$ cat src/rtl/dual_diagonal_backsub_lanes.sv
// dual_diagonal_backsub_lanes: LANES-wide XOR chain (accumulate or differential) with block framing and a single registered output stage.
// Ports: i_clock/i_reset (sync, active-low); i_mode, i_num_beats latched on a block's first beat;
// i_in_data/i_in_valid/i_in_last/o_in_ready input handshake; o_out_data/o_out_valid/o_out_last/o_len_err/i_out_ready
// output handshake; o_cfg_err pulses with the first output beat of a block whose length was clamped.
module dual_diagonal_backsub_lanes #(
  parameter int WIDTH     = 8,
  parameter int LANES     = 2,
  parameter int MAX_BEATS = 1024,
  parameter int LEN_W     = $clog2(MAX_BEATS + 1)
) (
  input  logic                   i_clock,
  input  logic                   i_reset,
  input  logic                   i_mode,
  input  logic [LEN_W-1:0]       i_num_beats,
  input  logic [LANES*WIDTH-1:0] i_in_data,
  input  logic                   i_in_valid,
  input  logic                   i_in_last,
  output logic                   o_in_ready,
  output logic [LANES*WIDTH-1:0] o_out_data,
  output logic                   o_out_valid,
  output logic                   o_out_last,
  output logic                   o_len_err,
  output logic                   o_cfg_err,
  input  logic                   i_out_ready
);
  typedef enum logic {IDLE, RUN} state_t;
  state_t                 r_state;
  logic                   r_mode;
  logic [LEN_W-1:0]       r_len, r_cnt;
  logic [WIDTH-1:0]       r_chain;
  logic                   w_accept, w_first, w_clamp, w_mode, w_at_end, w_end;
  logic [LEN_W-1:0]       w_len, w_cnt;
  logic [WIDTH-1:0]       w_chain, w_prev;
  logic [LANES*WIDTH-1:0] w_y;
  assign o_in_ready = !o_out_valid | i_out_ready;
  assign w_accept   = i_in_valid & o_in_ready;
  assign w_first    = r_state == IDLE;
  assign w_clamp    = i_num_beats == '0 || i_num_beats > LEN_W'(MAX_BEATS);
  // In IDLE the current beat opens a block, so config comes straight from the inputs and the chain starts at zero.
  assign w_len      = w_first ? (w_clamp ? LEN_W'(MAX_BEATS) : i_num_beats) : r_len;
  assign w_mode     = w_first ? i_mode : r_mode;
  assign w_cnt      = w_first ? '0 : r_cnt;
  assign w_chain    = w_first ? '0 : r_chain;
  assign w_at_end   = w_cnt == w_len - LEN_W'(1);
  assign w_end      = w_at_end | i_in_last;
  // w_prev carries the lane-to-lane link: previous output (accumulate) or previous input (differential).
  always_comb begin
    w_y    = '0;
    w_prev = w_chain;
    for (int n = 0; n < LANES; n++) begin
      w_y[n*WIDTH +: WIDTH] = i_in_data[n*WIDTH +: WIDTH] ^ w_prev;
      w_prev = w_mode ? w_y[n*WIDTH +: WIDTH] : i_in_data[n*WIDTH +: WIDTH];
    end
  end
  always_ff @(posedge i_clock) begin
    if (!i_reset) begin
      r_state     <= IDLE;
      r_mode      <= 1'b0;
      r_len       <= '0;
      r_cnt       <= '0;
      r_chain     <= '0;
      o_out_data  <= '0;
      o_out_valid <= 1'b0;
      o_out_last  <= 1'b0;
      o_len_err   <= 1'b0;
      o_cfg_err   <= 1'b0;
    end else begin
      o_cfg_err <= w_accept & w_first & w_clamp;
      if (w_accept) begin
        o_out_valid <= 1'b1;
        o_out_data  <= w_y;
        o_out_last  <= w_end;
        o_len_err   <= w_at_end ^ i_in_last;
        r_mode      <= w_mode;
        r_len       <= w_len;
        r_state     <= w_end ? IDLE : RUN;
        r_cnt       <= w_end ? '0 : w_cnt + LEN_W'(1);
        r_chain     <= w_end ? '0 : w_prev;
      end else if (i_out_ready) begin
        o_out_valid <= 1'b0;
      end
    end
  end
endmodule

$ cat config.mk
export PLATFORM = sky130hd
export DESIGN_NAME = dual_diagonal_backsub_lanes
export DESIGN_NICKNAME = d
export VERILOG_FILES = /design/src/rtl/dual_diagonal_backsub_lanes.sv
export SDC_FILE = /design/constraint.sdc
export NUM_CORES = 1
export LEC_CHECK = 0
export ABC_CLOCK_PERIOD_IN_PS = 4550
export BUFFER_PORTS_ARGS = -buffer_cell sky130_fd_sc_hd__buf_2
export CORE_ASPECT_RATIO = 1.25
export CORE_MARGIN = 1
export CORE_UTILIZATION = 57
export DETAILED_ROUTE_END_ITERATION = 6
export PLACE_DENSITY = 0.89
export RECOVER_POWER = 25
export SYNTH_ARGS = -nofsm -noshare
export SYNTH_HDL_FRONTEND = slang
export SYNTH_SLANG_ARGS = --single-unit
$ cat constraint.sdc
create_clock -name i_clock -period 4.55 [get_ports i_clock]
set_input_delay 0.2275 -clock i_clock [delete_from_list [all_inputs] [get_ports i_clock]]
set_output_delay 0.2275 -clock i_clock [all_outputs]
set_load 0.02 [all_outputs]
==> impl_metrics.csv, run 1 <==
group,metric,value,unit
outcome,run_status,"finished, violations left",
outcome,failed_checks,"capacitance limit, slew limit",
detailed_routing,wl_per_cell,15.0,um
grt,largest_net_degree_at_the_start_of_global_routing,53,
layout,share_of_post_route_cells_with_drive_strength_above_1,12.5,%
detailed_routing,drt_pass1_iterations,5,
worst_setup_path,cp-start-kind,"flop",
grt,track_usage,25.7,%
layout,most_frequent_cells_in_the_layout,"nand2_1 (61), dfxtp_1 (52), xnor2_1 (36)",
synthesis,synth.ff_latch_count,52,
sta,timing.final.max_slew_violations,53,
sta,finalHoldViolCount,0,
detailed_routing,remaining_drcs,0,
grt,use_met1,28.4,%
synthesis,synth_seq_area_share,32.4,%
floorplan,die-area,0.00594,mm^2
sta,whs,0.191,ns
layout,layout.cells.most_common,"nand2_1",
clock_network,cts_buffers,5,
worst_setup_path,required,4.78,ns
clock_network,clock_insertion_delay_worst_skew,0.32,ns
worst_setup_path,crit_start,"r_state",
clock_network,cts_tree,"yes",
detailed_routing,vias,2957,
worst_setup_path,crit_path_max_fanout,31,
clock_network,post_cts.resized_instances,0,
clock_network,clk_path_buf_depth,2,
power,p_switching,309,uW
sta,worst_pin_slew,1.65,ns
power,vdd.ir_drop.worst,0.207,mV
detailed_routing,totalWireLength,7.56,mm
synthesis,async_reset_ff_share,0,%
worst_setup_path,path_class,"reg2reg",
worst_hold_path,hold_class,"in2reg",
worst_setup_path,worst_r2r_path_depth,13,
worst_setup_path,crit_path_cell_trace,"buf_4 -> a22oi_1 -> ha_1 -> xor2_1 -> and2_1 -> o311ai_0 -> o21ai_0 -> and3_1 -> o221ai_2 -> ha_1 -> nand2_1 -> or4_1 -> a21boi_0",
clock_network,holdBufCountCts,0,
grt,use_met3,3.64,%
sta,timing.setup.tns,0,ns
worst_setup_path,cp_common_cell,"ha_1",
floorplan,boundary_pin_count,54,
sta,achievable-frequency,0.271,GHz
worst_setup_path,endpoint_class_of_the_critical_path,"flop",
sta,setup-violations-final,0,
floorplan,floorplan.die.height,85.9,um
synthesis,number_of_enable_type_register_cells_in_the_synthesized_netlist,0,
sta,slew_headroom,-10.2,%
layout,sequential_cell_area,0.00104,mm^2
grt,antenna_found_initial,0,
clock_network,h_tree_levels,2,
placement,place_inst,495,
power,share_comb_of_total_power,22.1,%
grt,first_pass_grt_wire_length,12.4,mm
sta,timing.final.crit_period,3.69,ns
synthesis,area_of_the_mapped_netlist,0.00321,mm^2
grt,busiest_layer,"met2",
clock_network,post-cts-setup-buffer-count,0,
layout,multi_input_comb_area,0.00203,mm^2
grt,grt_met2_use,46.5,%
synthesis,yosysUniqueCellTypes,48,
power,p_per_area,284,mW/mm^2
placement,place.port_buffers,53,
layout,nets,475,
floorplan,design.core.area,0.00544,mm^2
sta,timing.final.crit_share,81.1,%
power,total_leakage_power,0.00133,uW
sta,unrepaired_setup_endpoints_after_global_routing,"no",
floorplan,rows,30,
layout,num-fill-cells,489,
detailed_routing,drt_iter0_drc,161,
worst_setup_path,worstPathArrival,3.92,ns
synthesis,syn-num-nets,440,
worst_hold_path,min-delay-start,"i_in_valid",
clock_network,clock-root-buffer,"clkbuf_8",
placement,post-dp-hpwl,5.52,mm
grt,vias_in_the_first_global_route,2752,
sta,finClkSkew,0.0167,ns
grt,global_route.overflow_total,0,
power,pwr-share-seq,49.4,%
clock_network,cts_clock_pin_slew_for_the_worst_setup_and_hold_paths,0.10,ns
detailed_routing,vias_per_cell,5.88,
power,switching_share,30.8,%
clock_network,clock_sinks,52,
power,power.share.clock,28.5,%
detailed_routing,detail-route-antenna-nets,0,
power,internal_power,693,uW
worst_setup_path,cp_slowest_stage_delay,0.52,ns
floorplan,starting_density,59.0,%
synthesis,synth_top_flop_cell,"dfxtp_1",
synthesis,syn_area_per_cell,7.97,um^2
worst_hold_path,worstHoldPathCells,3,
layout,final_cells,503,
layout,flow.area_growth_from_synthesis,9.82,%
flow_run,drv.max_cap_violation_count,1,
worst_setup_path,crit_path_top_delay_cell,"or4_1",
worst_setup_path,critical_path.reg2reg.startpoint,"r_state",
placement,routability_congestion_estimate,0.962,
layout,count_of_antenna_diodes_in_the_layout,0,
floorplan,die_width,69.1,um
synthesis,warnings_synthesis,0,
synthesis,synthCells,403,
-- worst paths after layout --
path	end	slack [ns]
worst max-delay path	r_cnt[3]	0.86
worst min-delay path	o_out_valid	0.19
worst max register to register	r_cnt[3]	0.86
worst min register to register	o_len_err	0.49
-- critical path, delay by kind of cell, from the launching register on --
family,cells,cell delay [ns]
xor+xnor,1,0.19
buf+inv,1,0.30
fa+ha+maj,2,0.68
flops,1,0.37
simple gates,4,1.14
compound gates,5,0.89
-- logic make-up (layout without fill, tap and decap cells) --
| group | after synthesis | in the layout | synth area share [%] |
|---|---|---|---|
| xor gates and xnor gates | 50 | 50 | 13.6 |
| buffers and inverters | 33 | 69 | 4.52 |
| muxes | 1 | 1 | 0.351 |
| AOI/OAI and AO/OA | 88 | 88 | 20.0 |
| and+or+nand+nor | 175 | 175 | 27.5 |
| adders and majority gates | 4 | 4 | 1.56 |
| DFF | 52 | 52 | 32.4 |
-- flip-flops by register name (all words and copies together), names as in the netlist --
signal	count
r_len	11
r_mode	1
o_cfg_err	1
o_out_last	1
o_out_valid	1
r_chain	8
o_len_err	1
r_state	1
r_cnt	11
o_out_data	16
-- cell usage after synthesis (all sizes together), types with 2 or more instances --
library cell / number / area, um^2
inv: 5 / 18.8
and2: 13 / 81.3
o41ai: 3 / 26.3
nand2b: 3 / 18.8
nor2: 31 / 119
nand3: 9 / 45.0
buf: 7 / 47.5
nand2: 61 / 229
and3: 4 / 25.0
o2111a: 2 / 22.5
nand3b: 8 / 60.1
nor3: 5 / 25.0
a21boi: 17 / 128
o21ai: 27 / 139
o211ai: 3 / 22.5
clkbuf: 21 / 78.8
a31oi: 2 / 12.5
a22oi: 19 / 143
dfxtp: 52 / 1040
nand4: 5 / 31.3
nor4: 4 / 25.0
nor2b: 14 / 87.6
o211a: 2 / 20.0
a21oi: 4 / 20.0
or2: 2 / 12.5
xnor2: 36 / 315
xor2: 14 / 123
ha: 4 / 50.1
nor3b: 12 / 90.1
-- metrics by stage --
| step | cell area (um^2) | util, % | power (uW) | setup WS [ns] |
|---|---|---|---|---|
| after global routing | 3530 | 64.8 | 1050 | 0.586 |
| after detailed placement | 3450 | 63.4 | 728 | 0.946 |
| after floorplan | 3210 | - | 664 | 0.929 |
| final | 3530 | 64.8 | 1000 | 0.858 |
| after CTS | 3550 | 65.2 | 1010 | 0.943 |
| after global placement | 3450 | 63.4 | 721 | 1.08 |
-- final cells by class --
cell class	count	area share, %
Sequential cell	52	29.5
Clock inverter	2	0.390
Tap cell	64	2.27
Timing Repair Buffer	56	7.52
Inverter	5	0.532
Multi-Input combinational cell	318	57.4
Clock buffer	6	2.34
-- power groups by stage --
stage	clock (uW)	sequential [uW]	combinational (uW)
after global routing	308	498	244
after CTS	290	494	224
after global placement	0	504	217
after detailed placement	0	505	223
after floorplan	0	518	146
final	286	495	221
-- per-layer routing --
layer	routed length [um]	up-vias
met5	0	-
met4	334	0
met3	334	25
met2	3820	115
met1	3060	1360
li1	-	1457
Power figures use the tool's default switching activity.
==> run 2: changes to the inputs <==
ABC_CLOCK_PERIOD_IN_PS = 3750   (was 4550)
clock period = 3.75 ns   (was 4.55 ns; I/O delays follow)
==> impl_metrics.csv, run 2 (synthesized netlist as in run 1, its figures left out) <==
group,metric,value,unit
worst_setup_path,required,3.99,ns
worst_setup_path,worstPathArrival,3.66,ns
sta,timing.final.crit_period,3.42,ns
sta,finalHoldViolCount,0,
clock_network,h_tree_levels,2,
worst_hold_path,hold_class,"in2reg",
clock_network,cts_clock_pin_slew_for_the_worst_setup_and_hold_paths,0.10,ns
detailed_routing,vias,3032,
grt,first_pass_grt_wire_length,12.6,mm
flow_run,drv.max_cap_violation_count,1,
grt,track_usage,25.9,%
placement,dpl_cell_area,0.00347,mm^2
floorplan,die-area,0.00594,mm^2
layout,reg_top3,"o_out_data x16, r_cnt x11, r_len x11",
layout,layout.cells.most_common,"nand2_1",
worst_setup_path,crit_path_top_delay_cell,"or4_1",
sta,achievable-frequency,0.292,GHz
outcome,failed_checks,"capacitance limit, slew limit",
detailed_routing,totalWireLength,7.68,mm
layout,sequential_cell_area,0.00104,mm^2
clock_network,cts_buffers,5,
detailed_routing,drt_iter0_drc,237,
sta,timing.final.max_slew_violations,53,
detailed_routing,wl_per_cell,15.2,um
floorplan,design.core.area,0.00544,mm^2
sta,finClkSkew,0.00810,ns
clock_network,clock_insertion_delay_worst_skew,0.31,ns
clock_network,clock-root-buffer,"clkbuf_8",
worst_setup_path,critical-path-top-delay-family,"compound AO/OA/AOI/OAI gates",
power,p_per_area,358,mW/mm^2
detailed_routing,detail-route-antenna-nets,0,
floorplan,boundary_pin_count,54,
clock_network,clock_sinks,52,
floorplan,floorplan.die.height,85.9,um
sta,unrepaired_setup_endpoints_after_global_routing,"no",
placement,place.port_buffers,53,
grt,antenna_found_initial,0,
floorplan,starting_density,59.0,%
sta,timing.setup.tns,0,ns
placement,routability_congestion_estimate,0.908,
layout,num-fill-cells,478,
floorplan,rows,30,
layout,count_of_antenna_diodes_in_the_layout,0,
clock_network,cts_tree,"yes",
worst_setup_path,path_class,"reg2reg",
floorplan,die_width,69.1,um
worst_setup_path,cp-start-kind,"flop",
worst_setup_path,crit_path_cell_trace,"buf_4 -> a22oi_1 -> ha_2 -> xor2_1 -> nor3_1 -> o311ai_0 -> o21ai_0 -> and3_1 -> o221ai_2 -> ha_4 -> nand2_1 -> or4_1 -> a21boi_0",
layout,design_area,0.00358,mm^2
layout,share_of_post_route_cells_with_drive_strength_above_1,13.4,%
layout,most_frequent_cells_in_the_layout,"nand2_1 (61), dfxtp_1 (52), xnor2_1 (36)",
sta,worst_pin_slew,1.71,ns
grt,global_route.overflow_total,0,
sta,timing.final.crit_share,91.2,%
worst_setup_path,endpoint_class_of_the_critical_path,"flop",
grt,vias_in_the_first_global_route,2883,
layout,largest_register_ff_count,16,
detailed_routing,remaining_drcs,0,
clock_network,post-cts-setup-buffer-count,0,
placement,post-dp-hpwl,5.52,mm
worst_setup_path,cp_slowest_stage_delay,0.50,ns
detailed_routing,drt_pass1_iterations,5,
grt,largest_net_degree_at_the_start_of_global_routing,53,
sta,slew_headroom,-14.0,%
worst_setup_path,critical_path_buf_inv_count,1,
layout,flow.area_growth_from_synthesis,11.6,%
layout,multi_input_comb_area,0.00205,mm^2
worst_setup_path,crit_path_max_fanout,26,
layout,nets,477,
sta,setup-violations-final,0,
power,vdd.ir_drop.worst,0.191,mV
layout,top_register,"o_out_data",
clock_network,clk_path_buf_depth,2,
power,total_leakage_power,0.00135,uW
detailed_routing,vias_per_cell,6.00,
outcome,run_status,"finished, violations left",
## run 2: worst reg2reg max path: stages (launching register included)
cell and delay [ns]:
dfxtp_1 0.34, buf_4 0.22, a22oi_1 0.29, ha_2 0.31, xor2_1 0.27, nor3_1 0.07
o311ai_0 0.32, o21ai_0 0.14, and3_1 0.22, o221ai_2 0.09, ha_4 0.23, nand2_1 0.18
or4_1 0.50, a21boi_0 0.16
## run 2: repair_timing
action	in CTS	in global routing
setup endpoints to repair	0	5
hold buffers	0	0
hold endpoints to repair	0	0
gates resized for setup	0	4
## run 2: layer usage
metal	track usage, %	vias to the layer above	share of wire [%]
met2	46.2	120	52
met5	0	-	0
met4	14.1	0	3.1
li1	-	1467	-
met1	30.0	1425	40
met3	3.29	20	5.3
## run 2: final cells by class
class / count / area share (%)
Clock buffer: 5 / 1.92
Timing Repair Buffer: 58 / 7.82
Sequential cell: 52 / 29.0
Multi-Input combinational cell: 318 / 57.1
Inverter: 5 / 0.524
Tap cell: 64 / 2.23
Clock inverter: 3 / 1.40
## run 2: final timing paths
check / from / end / slack [ns] / cells past startpoint
worst max-delay path: r_state / r_cnt[3] / 0.33 / 13
worst min register to register: o_len_err / o_len_err / 0.48 / 2
worst min-delay path: i_in_valid / o_out_valid / 0.15 / 3
worst max register to register: r_state / r_cnt[3] / 0.33 / 13
## run 2: where the power goes
group	internal (uW)	total, uW	switching [uW]
Combinational	113	275	162
Sequential	580	600	20.0
Clock	206	409	203
## run 2: stage by stage
| step | total power [uW] | util (%) | setup WS, ns | hold slack (ns) | cells |
|---|---|---|---|---|---|
| 6_report | 1280 | 65.9 | 0.329 | 0.147 | 505 |
| 2_1_floorplan | 805 | - | 0.129 | 0.326 | 403 |
| 3_5_place_dp | 885 | 63.7 | 0.160 | 0.466 | 497 |
| 5_1_grt | 1340 | 65.9 | 0.000997 | 0.146 | 505 |
| 3_3_place_gp | 875 | 63.7 | 0.348 | 0.459 | 497 |
| 4_1_cts | 1290 | 65.9 | 0.102 | 0.137 | 505 |
==> run 3: changes to the inputs <==
ABC_CLOCK_PERIOD_IN_PS = 4050   (was 3750)
CORE_UTILIZATION = 60   (was 57)
PLACE_DENSITY = 0.92   (was 0.89)
clock period = 4.05 ns   (was 3.75 ns; I/O delays follow)
==> impl_metrics.csv, run 3 (synthesized netlist as in run 1, its figures left out) <==
group,metric,value,unit
outcome,run_status,"finished, violations left",
outcome,failed_checks,"capacitance limit, slew limit",
layout,final_cells,499,
power,pwr-share-seq,48.4,%
grt,global_route.overflow_total,0,
clock_network,clk_path_buf_depth,2,
clock_network,h_tree_levels,2,
grt,vias_in_the_first_global_route,2799,
floorplan,rows,29,
layout,reg_top3,"o_out_data x16, r_cnt x11, r_len x11",
clock_network,cts_buffers,5,
placement,routability_congestion_estimate,0.928,
floorplan,starting_density,62.8,%
detailed_routing,drt_iter0_drc,211,
worst_setup_path,cp-start-kind,"flop",
layout,most_frequent_cells_in_the_layout,"nand2_1 (61), dfxtp_1 (52), xnor2_1 (36)",
worst_setup_path,path_class,"reg2reg",
floorplan,design.core.area,0.00512,mm^2
placement,place.port_buffers,53,
placement,post-dp-hpwl,5.66,mm
worst_setup_path,crit_path_cell_trace,"buf_4 -> or2_1 -> o21ai_1 -> o31a_1 -> o21ai_0 -> a211oi_2 -> o221ai_2 -> ha_1 -> nand2_1 -> or4_1 -> a21boi_0",
clock_network,cts_clock_pin_slew_for_the_worst_setup_and_hold_paths,0.09,ns
clock_network,clock_sinks,52,
power,p_per_area,326,mW/mm^2
floorplan,floorplan.die.height,83.8,um
sta,slew_headroom,-14.4,%
worst_hold_path,hold_class,"in2reg",
power,internal_power,816,uW
power,vdd.ir_drop.worst,0.307,mV
floorplan,die-area,0.00565,mm^2
detailed_routing,vias,3011,
sta,setup-violations-final,0,
sta,achievable-frequency,0.268,GHz
grt,largest_net_degree_at_the_start_of_global_routing,53,
flow_run,drv.max_cap_violation_count,1,
layout,flow.area_growth_from_synthesis,9.82,%
layout,nets,475,
power,share_comb_of_total_power,21.8,%
power,power.total,1150,uW
power,power.share.clock,29.8,%
worst_setup_path,endpoint_class_of_the_critical_path,"flop",
floorplan,boundary_pin_count,54,
clock_network,cts_tree,"yes",
power,total_leakage_power,0.00133,uW
detailed_routing,detail-route-antenna-nets,0,
sta,timing.final.max_slew_violations,53,
layout,largest_register_ff_count,16,
worst_setup_path,required,4.28,ns
worst_setup_path,critical-path-top-delay-family,"compound AO/OA/AOI/OAI gates",
worst_setup_path,worstPathArrival,3.97,ns
worst_setup_path,critical_path_buf_inv_count,1,
power,p_switching,334,uW
sta,timing.setup.tns,0,ns
clock_network,holdBufCountCts,0,
worst_setup_path,cp_slowest_stage_delay,0.52,ns
layout,top_register,"o_out_data",
sta,timing.final.crit_share,92.2,%
sta,worst_pin_slew,1.72,ns
layout,layout.cells.most_common,"nand2_1",
clock_network,post_cts.resized_instances,0,
sta,finClkSkew,0.00623,ns
power,switching_share,29.1,%
detailed_routing,drt_pass1_iterations,4,
floorplan,die_width,67.4,um
layout,count_of_antenna_diodes_in_the_layout,0,
clock_network,clock-root-buffer,"clkbuf_8",
clock_network,post-cts-setup-buffer-count,0,
sta,finalHoldViolCount,0,
worst_setup_path,crit_path_top_delay_cell,"or4_1",
clock_network,clock_insertion_delay_worst_skew,0.31,ns
sta,timing.final.crit_period,3.74,ns
grt,first_pass_grt_wire_length,12.7,mm
detailed_routing,vias_per_cell,6.03,
layout,share_of_post_route_cells_with_drive_strength_above_1,12.1,%
sta,unrepaired_setup_endpoints_after_global_routing,"no",
placement,place_inst,493,
detailed_routing,wl_per_cell,15.7,um
detailed_routing,remaining_drcs,0,
grt,track_usage,29.4,%
worst_setup_path,crit_path_max_fanout,41,
detailed_routing,totalWireLength,7.86,mm
grt,antenna_found_initial,0,
==> run 3: area by class of cell <==
| cell class | instances | area [um^2] |
|---|---|---|
| well taps | 62 | 77.6 |
| clock buffers | 5 | 68.8 |
| inverters | 5 | 18.8 |
| repair buffers | 56 | 265 |
| fillers | 423 | 1590 |
| multi-input cells | 318 | 2030 |
| clock inverters | 1 | 30.0 |
| flip-flops and latches | 52 | 1040 |
==> run 3: worst min-delay path, stage by stage <==
cell      delay, ns
buf_2          0.12
inv_1          0.04
a21boi_0       0.07
==> run 3: final timing paths <==
check             slack, ns  startpoint           to  depth (start not counted)
setup / recovery       0.31     r_state     r_cnt[3]                         11
hold / removal         0.18  i_in_valid  o_out_valid                          3
setup reg to reg       0.31     r_state     r_cnt[3]                         11
hold reg to reg        0.48   o_len_err    o_len_err                          2
==> run 3: stage by stage <==
stage | setup slack, ns | hold slack (ns) | cell area [um^2] | util (%)
CTS | 0.368 | 0.177 | 3550 | 69.4
floorplan | 0.429 | 0.341 | 3210 | -
global route | 0.0582 | 0.182 | 3530 | 68.9
finish | 0.314 | 0.179 | 3530 | 68.9
global placement | 0.487 | 0.456 | 3450 | 67.4
detailed placement | 0.404 | 0.459 | 3450 | 67.4
==> run 3: per-layer routing <==
layer	global-route usage, %	vias to the layer above	wire [um]
met3	5.19	35	367
met2	50.5	126	4050
met1	33.0	1388	3060
li1	-	1462	-
met4	16.1	0	380
met5	0	-	0
==> run 3: power groups by stage <==
stage / registers, uW / clock network (uW) / logic [uW]
after floorplan: 581 / 0 / 164
after global placement: 566 / 0 / 243
after detailed placement: 568 / 0 / 250
after CTS: 556 / 345 / 252
after global routing: 560 / 363 / 274
final: 557 / 343 / 251
